**src/rtl/seq_match_pkg.sv**
```systemverilog
// seq_match_pkg: shared types and defaults for the serial pattern match controller.
// Optional feature macro used by this slice: SEQ_MATCH_TIMEOUT_EN.
package seq_match_pkg;

    localparam int DEF_MAX_LEN = 8;
    localparam int DEF_CNT_W   = 8;

    typedef enum logic [1:0] {
        IDLE  = 2'd0,
        ARMED = 2'd1,
        DONE  = 2'd2
    } state_t;

    // Width needed to hold a pattern length from 0 up to maxLen inclusive.
    function automatic int lenWidth(input int maxLen);
        return $clog2(maxLen + 1);
    endfunction

endpackage

```
**src/rtl/seq_match_ctrl_if.sv**
```systemverilog
// seq_match_ctrl_if: configuration, control and serial stream signals of the match controller.
// With SEQ_MATCH_TIMEOUT_EN defined the interface also carries the timeout flag.
interface seq_match_ctrl_if
    import seq_match_pkg::*;
#(
    parameter int MAX_LEN = DEF_MAX_LEN,
    parameter int CNT_W   = DEF_CNT_W
);
    localparam int LEN_W = lenWidth(MAX_LEN);

    logic               cfg_valid;
    logic               cfg_ready;
    logic [MAX_LEN-1:0] cfg_pattern;
    logic [LEN_W-1:0]   cfg_len;
    logic [CNT_W-1:0]   cfg_thresh;
    logic               cfg_overlap;
    logic               cfg_err;
    logic               arm;
    logic               abort;
    logic               In;
    logic               in_valid;
    logic               Out;
    logic [CNT_W-1:0]   match_cnt;
    logic               busy;
    logic               done;
`ifdef SEQ_MATCH_TIMEOUT_EN
    logic               timeout;

    modport master (
        output cfg_valid, cfg_pattern, cfg_len, cfg_thresh, cfg_overlap, arm, abort, In, in_valid,
        input  cfg_ready, cfg_err, Out, match_cnt, busy, done, timeout
    );

    modport slave (
        input  cfg_valid, cfg_pattern, cfg_len, cfg_thresh, cfg_overlap, arm, abort, In, in_valid,
        output cfg_ready, cfg_err, Out, match_cnt, busy, done, timeout
    );
`else
    modport master (
        output cfg_valid, cfg_pattern, cfg_len, cfg_thresh, cfg_overlap, arm, abort, In, in_valid,
        input  cfg_ready, cfg_err, Out, match_cnt, busy, done
    );

    modport slave (
        input  cfg_valid, cfg_pattern, cfg_len, cfg_thresh, cfg_overlap, arm, abort, In, in_valid,
        output cfg_ready, cfg_err, Out, match_cnt, busy, done
    );
`endif

endinterface

```
**src/rtl/seq_match_window.sv**
```systemverilog
// seq_window: serial shift window with fill tracking and a length-masked pattern compare.
// hit is combinational and looks at the window as it will be after the current shift.
module seq_window
    import seq_match_pkg::*;
#(
    parameter int MAX_LEN = DEF_MAX_LEN,
    parameter int LEN_W   = lenWidth(DEF_MAX_LEN)
)
(
    input  logic               clk,
    input  logic               rst,
    input  logic               clr,
    input  logic               shift,
    input  logic               din,
    input  logic [MAX_LEN-1:0] pattern,
    input  logic [LEN_W-1:0]   len,
    input  logic               overlap,
    output logic               hit
);
    logic [MAX_LEN-1:0] window;
    logic [MAX_LEN-1:0] winNext;
    logic [LEN_W-1:0]   fill;
    logic [LEN_W-1:0]   fillInc;
    logic               patEq;

    assign winNext = {window[MAX_LEN-2:0], din};
    assign fillInc = (fill == LEN_W'(MAX_LEN)) ? fill : fill + 1'b1;

    // Compare only the newest len bits of the shifted window against the pattern.
    always_comb begin
        patEq = 1'b1;
        for (int i = 0; i < MAX_LEN; i++) begin
            if ((LEN_W'(i) < len) && (winNext[i] != pattern[i])) begin
                patEq = 1'b0;
            end
        end
    end

    assign hit = shift && (fillInc >= len) && patEq;

    // Shift in new bits; a non-overlapping match restarts the fill so the next match needs fresh bits.
    always_ff @(posedge clk) begin
        if (rst || clr) begin
            window <= '0;
            fill   <= '0;
        end else if (shift) begin
            window <= winNext;
            fill   <= (hit && !overlap) ? '0 : fillInc;
        end
    end

endmodule

```
**src/rtl/seq_match_ctrl.sv**
```systemverilog
// seq_match_ctrl: configures, arms and sequences a programmable bit-serial pattern detector.
// Define SEQ_MATCH_TIMEOUT_EN to add an inactivity timeout that forces DONE and raises timeout.
module seq_match_ctrl
    import seq_match_pkg::*;
#(
    parameter int MAX_LEN = DEF_MAX_LEN,
    parameter int CNT_W   = DEF_CNT_W
)
(
    input logic             clk,
    input logic             rst,
    seq_match_ctrl_if.slave bus
);
    localparam int LEN_W = lenWidth(MAX_LEN);

    state_t             state;
    state_t             stateNext;
    logic [MAX_LEN-1:0] patternReg;
    logic [LEN_W-1:0]   lenReg;
    logic [CNT_W-1:0]   threshReg;
    logic [CNT_W-1:0]   matchCnt;
    logic [CNT_W-1:0]   cntInc;
    logic               overlapReg;
    logic               cfgLoaded;
    logic               cfgErr;
    logic               outReg;
    logic               cfgReady;
    logic               cfgXfer;
    logic               lenLegal;
    logic               armAccept;
    logic               shiftEn;
    logic               hit;
    logic               threshHit;
    logic               toHit;
    logic               busy;
    logic               done;

    assign cfgReady  = (state == IDLE) || (state == DONE);
    assign cfgXfer   = bus.cfg_valid && cfgReady;
    assign lenLegal  = (bus.cfg_len != '0) && (bus.cfg_len <= LEN_W'(MAX_LEN));
    assign armAccept = bus.arm && !bus.abort && ((state != IDLE) || cfgLoaded);
    assign shiftEn   = (state == ARMED) && bus.in_valid && !bus.abort && !bus.arm;
    assign cntInc    = (matchCnt == '1) ? matchCnt : matchCnt + 1'b1;
    assign threshHit = hit && (threshReg != '0) && (cntInc == threshReg);

    seq_window #(
        .MAX_LEN (MAX_LEN),
        .LEN_W   (LEN_W)
    ) uWindow (
        .clk     (clk),
        .rst     (rst),
        .clr     (armAccept),
        .shift   (shiftEn),
        .din     (bus.In),
        .pattern (patternReg),
        .len     (lenReg),
        .overlap (overlapReg),
        .hit     (hit)
    );

`ifdef SEQ_MATCH_TIMEOUT_EN
    logic [CNT_W-1:0] idleCnt;
    logic             timeoutReg;

    assign toHit = shiftEn && !hit && (idleCnt == ~CNT_W'(1));

    // Count accepted bits since the last match or arm and latch timeout when the count tops out.
    always_ff @(posedge clk) begin
        if (rst) begin
            idleCnt    <= '0;
            timeoutReg <= 1'b0;
        end else if (bus.abort || armAccept) begin
            idleCnt    <= '0;
            timeoutReg <= 1'b0;
        end else if (shiftEn) begin
            idleCnt <= hit ? '0 : idleCnt + 1'b1;
            if (toHit) begin
                timeoutReg <= 1'b1;
            end
        end
    end

    assign bus.timeout = timeoutReg;
`else
    assign toHit = 1'b0;
`endif

    // State register.
    always_ff @(posedge clk) begin
        if (rst) begin
            state <= IDLE;
        end else begin
            state <= stateNext;
        end
    end

    // Next-state selection and state-decoded status flags; abort outranks arm, which outranks a match.
    always_comb begin
        stateNext = state;
        busy      = 1'b0;
        done      = 1'b0;
        case (state)
            IDLE: begin
                if (armAccept) begin
                    stateNext = ARMED;
                end
            end
            ARMED: begin
                busy = 1'b1;
                if (bus.abort) begin
                    stateNext = IDLE;
                end else if (bus.arm) begin
                    stateNext = ARMED;
                end else if (threshHit || toHit) begin
                    stateNext = DONE;
                end
            end
            DONE: begin
                done = 1'b1;
                if (bus.abort) begin
                    stateNext = IDLE;
                end else if (bus.arm) begin
                    stateNext = ARMED;
                end
            end
            default: begin
                stateNext = IDLE;
            end
        endcase
    end

    // Configuration capture, error pulse, match pulse and the saturating match counter.
    always_ff @(posedge clk) begin
        if (rst) begin
            patternReg <= '0;
            lenReg     <= LEN_W'(1);
            threshReg  <= '0;
            overlapReg <= 1'b0;
            cfgLoaded  <= 1'b0;
            cfgErr     <= 1'b0;
            outReg     <= 1'b0;
            matchCnt   <= '0;
        end else begin
            cfgErr <= cfgXfer && !lenLegal;
            outReg <= hit;
            if (cfgXfer && lenLegal) begin
                patternReg <= bus.cfg_pattern;
                lenReg     <= bus.cfg_len;
                threshReg  <= bus.cfg_thresh;
                overlapReg <= bus.cfg_overlap;
                cfgLoaded  <= 1'b1;
            end
            if (armAccept) begin
                matchCnt <= '0;
            end else if (hit) begin
                matchCnt <= cntInc;
            end
        end
    end

    assign bus.cfg_ready = cfgReady;
    assign bus.cfg_err   = cfgErr;
    assign bus.Out       = outReg;
    assign bus.match_cnt = matchCnt;
    assign bus.busy      = busy;
    assign bus.done      = done;

endmodule
```
**src/flat_wrapper.sv**
```systemverilog
// flat-port wrapper written by rule: the top's interface ports become plain ports
module seq_match_ctrl_flat import seq_match_pkg::*;
#(
    parameter int MAX_LEN = DEF_MAX_LEN,
    parameter int CNT_W   = DEF_CNT_W
)
  (clk, rst, bus_cfg_valid, bus_cfg_pattern, bus_cfg_len, bus_cfg_thresh, bus_cfg_overlap, bus_arm, bus_abort, bus_In, bus_in_valid, bus_cfg_ready, bus_cfg_err, bus_Out, bus_match_cnt, bus_busy, bus_done);
  seq_match_ctrl_if #(.MAX_LEN(MAX_LEN), .CNT_W(CNT_W)) bus_i ();
  input logic clk;
  input logic rst;
  input wire logic [$bits(bus_i.cfg_valid)-1:0] bus_cfg_valid;
  input wire logic [$bits(bus_i.cfg_pattern)-1:0] bus_cfg_pattern;
  input wire logic [$bits(bus_i.cfg_len)-1:0] bus_cfg_len;
  input wire logic [$bits(bus_i.cfg_thresh)-1:0] bus_cfg_thresh;
  input wire logic [$bits(bus_i.cfg_overlap)-1:0] bus_cfg_overlap;
  input wire logic [$bits(bus_i.arm)-1:0] bus_arm;
  input wire logic [$bits(bus_i.abort)-1:0] bus_abort;
  input wire logic [$bits(bus_i.In)-1:0] bus_In;
  input wire logic [$bits(bus_i.in_valid)-1:0] bus_in_valid;
  output wire logic [$bits(bus_i.cfg_ready)-1:0] bus_cfg_ready;
  output wire logic [$bits(bus_i.cfg_err)-1:0] bus_cfg_err;
  output wire logic [$bits(bus_i.Out)-1:0] bus_Out;
  output wire logic [$bits(bus_i.match_cnt)-1:0] bus_match_cnt;
  output wire logic [$bits(bus_i.busy)-1:0] bus_busy;
  output wire logic [$bits(bus_i.done)-1:0] bus_done;
  assign bus_i.cfg_valid = bus_cfg_valid;
  assign bus_i.cfg_pattern = bus_cfg_pattern;
  assign bus_i.cfg_len = bus_cfg_len;
  assign bus_i.cfg_thresh = bus_cfg_thresh;
  assign bus_i.cfg_overlap = bus_cfg_overlap;
  assign bus_i.arm = bus_arm;
  assign bus_i.abort = bus_abort;
  assign bus_i.In = bus_In;
  assign bus_i.in_valid = bus_in_valid;
  assign bus_cfg_ready = bus_i.cfg_ready;
  assign bus_cfg_err = bus_i.cfg_err;
  assign bus_Out = bus_i.Out;
  assign bus_match_cnt = bus_i.match_cnt;
  assign bus_busy = bus_i.busy;
  assign bus_done = bus_i.done;
  seq_match_ctrl #(.MAX_LEN(MAX_LEN), .CNT_W(CNT_W)) u_core (.clk(clk), .rst(rst), .bus(bus_i));
endmodule
```
**config.mk**
```make
export PLATFORM = sky130hd
export DESIGN_NAME = seq_match_ctrl_flat
export DESIGN_NICKNAME = d
export VERILOG_FILES = /design/src/rtl/seq_match_pkg.sv /design/src/rtl/seq_match_ctrl_if.sv /design/src/rtl/seq_match_window.sv /design/src/rtl/seq_match_ctrl.sv /design/src/flat_wrapper.sv
export SDC_FILE = /design/constraint.sdc
export NUM_CORES = 1
export LEC_CHECK = 0
export ABC_CLOCK_PERIOD_IN_PS = 3600
export CAP_MARGIN = 20
export CORE_MARGIN = 4
export CORE_UTILIZATION = 53
export CTS_CLUSTER_DIAMETER = 50
export CTS_CLUSTER_SIZE = 40
export DETAILED_ROUTE_END_ITERATION = 8
export GPL_TIMING_DRIVEN = 0
export MAX_ROUTING_LAYER = met4
export PLACE_DENSITY = 0.79
export REMOVE_ABC_BUFFERS = 1
export SYNTH_ARGS = -nofsm -noshare
export SYNTH_HDL_FRONTEND = slang
export SYNTH_HIERARCHICAL = 1
export SYNTH_SLANG_ARGS = --single-unit
export TNS_END_PERCENT = 10
```
**constraint.sdc**
```tcl
create_clock -name clk -period 3.6 [get_ports clk]
set_input_delay 0.9 -clock clk [delete_from_list [all_inputs] [get_ports clk]]
set_output_delay 0.9 -clock clk [all_outputs]
set_load 0.05 [all_outputs]
```
==> results.yml <==
yosys:
  yosysSeqAreaShare_pct: 36.1
  synth_cell_types: 54
  avgSynthCellArea_sq_um: 7.90
  synth-seq-cells: 45
  async_flop_share_pct: 0
  synth_edf_count: 0
  synthCells: 316
  ys.flop_type: "dfxtp_1"
  netlist_area_sq_um: 2500
  ys_warn_count: 6
run:
  maxCapViolCount: 0
grt:
  grt_pass1_vias: 2095
  grt_overflow: 0
  antenna_found_initial: 0
  grt_max_degree: 29
  grt_use_total_pct: 21.0
  grt_pass1_wl_mm: 9.98
setup_path:
  critPathMaxStageDelay_ns: 0.48
  start_kind: "input port"
  r2r-start: "u_core/uWindow/fill[0]"
  endpoint_kind: "register"
  path_cells: "clkdlybuf4s50_1 -> nor2_1 -> and3_4 -> o2111ai_2 -> nor3_4 -> o31ai_1 -> a2111oi_2 -> nand4_1 -> nor4_1 -> nor4_1"
  arrival_ns: 3.48
  crit_path_max_fanout: 14
  cp_common_cell: "nor4_1"
  r2r.worst_path.cells: 15
  crit_slowest_cell: "clkdlybuf4s50_1"
  crit_type: "in2reg"
  cp-startpoint: "bus_abort"
  crit_end: "u_core/state[0]"
  r2r_end: "u_core/state[0]"
  cp_data_required_time_ns: 3.78
  reg2reg_slack_ns: 0.49
power_and_ir_drop:
  p_leak_nw: 1.13
  switching_share_pct: 23.7
  p_clk_share_pct: 41.4
  p_per_area_nw_per_um2: 362
  p_int_w: 0.000853
  p_comb_share_pct: 11.4
  seqPwrFrac_pct: 47.2
  p_switching_w: 0.000264
  peakVddDrop_uv: 299
  total_power_w: 0.00112
timing:
  fmax_mhz: 303
  slew_headroom_pct: 46.1
  fin_setup_tns_ns: 0
  hold_violations: 0
  post-route-period-util_pct: 91.7
  drv_slew: 0
  clock_skew_ns: 0.00560
  setup_viol: 0
  worst_pin_slew_ns: 0.806
  period_minus_slack_ns: 3.30
  rsz0062_at_grt: "false"
hold_path:
  min_from: "u_core/patternReg[2]"
  hold_class: "reg2reg"
cts:
  clk_latency_ns: 0.30
  clock_path_buffers: 2
  cts_made_buffers: 5
  cts_tree: "yes"
  ctsHoldBuffers: 0
  cts_setup_buffers: 0
  cts_root_buf: "clkbuf_8"
  cts_max_level: 2
  clkSinkCount: 45
  clk_pin_slew_worst_paths_ns: 0.09
drt:
  drt-total-wl_mm: 6.13
  ant_nets: 0
  vias_per_cell: 5.89
  detail_route.iter0.violations: 145
  drc: 0
  routedWlPerCell_microns: 15.3
  detail_route.first_pass.iterations: 4
  via_count: 2356
placement:
  dp_hpwl_mm: 4.16
  port_buffers: 40
  postPlaceCellArea_sq_um: 2890
  place.gp.congestion: 0.900
  place_inst: 391
floorplan:
  die_area_sq_um: 5870
  die_width_microns: 76.6
  core_sq_um: 4440
  rows: 24
  io_pins: 41
  chipHeight_microns: 76.6
  start_util_pct: 56.2
cells_and_area:
  final_common_cell: "nand2_1"
  design_area_sq_um: 3080
  instances_no_fill: 400
  utilization_pct: 69.3
  ff_latch_area_sq_um: 901
  multiInputGateArea_sq_um: 1500
  n_fill_cell: 408
  antenna_cells: 0
  drive_gt1_share_pct: 6.32
  area.growth.synth_to_final_pct: 23.5
  final_cell_mix: "nand2_1, dfxtp_1, clkdlybuf4s50_1"
  fin_nets: 382
status:
  status: "finished, final reports clean"
==> routing by layer <==
metal,GRT usage [%],wire length (microns),vias to the layer above
li1,-,-,1183
met1,28.0,2880,1091
met2,32.3,2810,74
met3,4.73,393,8
met4,5.25,51,0
met5,-,0,-
==> power groups by stage <==
stage                     registers, W  logic (W)  clock network [W]
after CTS                     0.000527   0.000122           0.000473
after global routing          0.000529   0.000140           0.000492
after floorplan               0.000536  0.0000636                  0
after global placement        0.000538   0.000117                  0
after detailed placement      0.000538   0.000119                  0
final                         0.000527   0.000128           0.000463
==> worst max-delay path: cells and delay by family <==
kind            cells  cell delay (ns)
compound gates      3             0.66
buf+inv             1             0.48
simple gates        6             1.43
==> area by class of cell <==
| cell class | count | share of cell area (%) |
|---|---|---|
| clock buffer | 5 | 2.23 |
| clock inverter | 3 | 2.23 |
| inverter | 12 | 1.46 |
| multi-input combinational | 241 | 48.7 |
| sequential | 45 | 29.2 |
| tap | 52 | 2.11 |
| timing repair buffer | 42 | 14.0 |
==> through the flow <==
stage | hold WS (ns) | setup slack [ns]
after floorplan | 0.442 | -0.391
after CTS | 0.475 | 0.00153
after global placement | 0.458 | -1.49
after global routing | 0.506 | 0.0719
after detailed placement | 0.462 | -0.797
final | 0.471 | 0.299
==> synthesized netlist by cell type (5+ instances only) <==
cell,n,share of area [%]
dfxtp_1,45,36
o21ai_0,8,1.6
nor2b_1,6,1.5
xnor2_1,10,3.5
xor2_1,9,3.2
nand2b_1,5,1.3
ha_1,7,3.5
nand3_1,6,1.2
nor2_1,26,3.9
and3_1,7,1.8
mux2i_1,9,3.6
nand2_1,51,7.7
a21oi_1,34,6.8
nor3_1,8,1.6
inv_1,11,1.7
clkbuf_1,13,2.0
==> what timing repair did <==
item	4_1_cts	5_1_grt
cloned	0	0
gates resized for setup	3	3
endpoints found under the setup margin	2	2
pin swaps	0	0
==> cells by family after synthesis <==
group / after synthesis / share of synthesized area (%)
compound gates: 73 / 18.9
xor+xnor: 19 / 6.67
fa+ha+maj: 7 / 3.51
buf+inv: 30 / 4.71
flops: 45 / 36.1
mux: 9 / 3.61
simple gates: 133 / 26.5
==> flip-flops by register name, indices dropped and copies added (netlist names) <==
signal,cells
u_core/patternReg,8
u_core/overlapReg,1
u_core/bus.match_cnt,8
u_core/state,2
u_core/uWindow/fill,4
u_core/bus.cfg_err,1
u_core/uWindow/window,7
u_core/bus.Out,1
u_core/cfgLoaded,1
u_core/lenReg,4
u_core/threshReg,8
==> worst min-delay path by stage <==
stage | endpoint | slack, ns | cells after the start
6_report | u_core/patternReg[2] | 0.47 | 2
5_1_grt | u_core/patternReg[2] | 0.51 | 2
4_1_cts | u_core/patternReg[2] | 0.48 | 2
3_5_place_dp | u_core/patternReg[2] | 0.46 | 2
3_3_place_gp | u_core/patternReg[3] | 0.46 | 2
2_1_floorplan | u_core/patternReg[0] | 0.44 | 2
No activity file was read; power rests on OpenSTA's default activity.
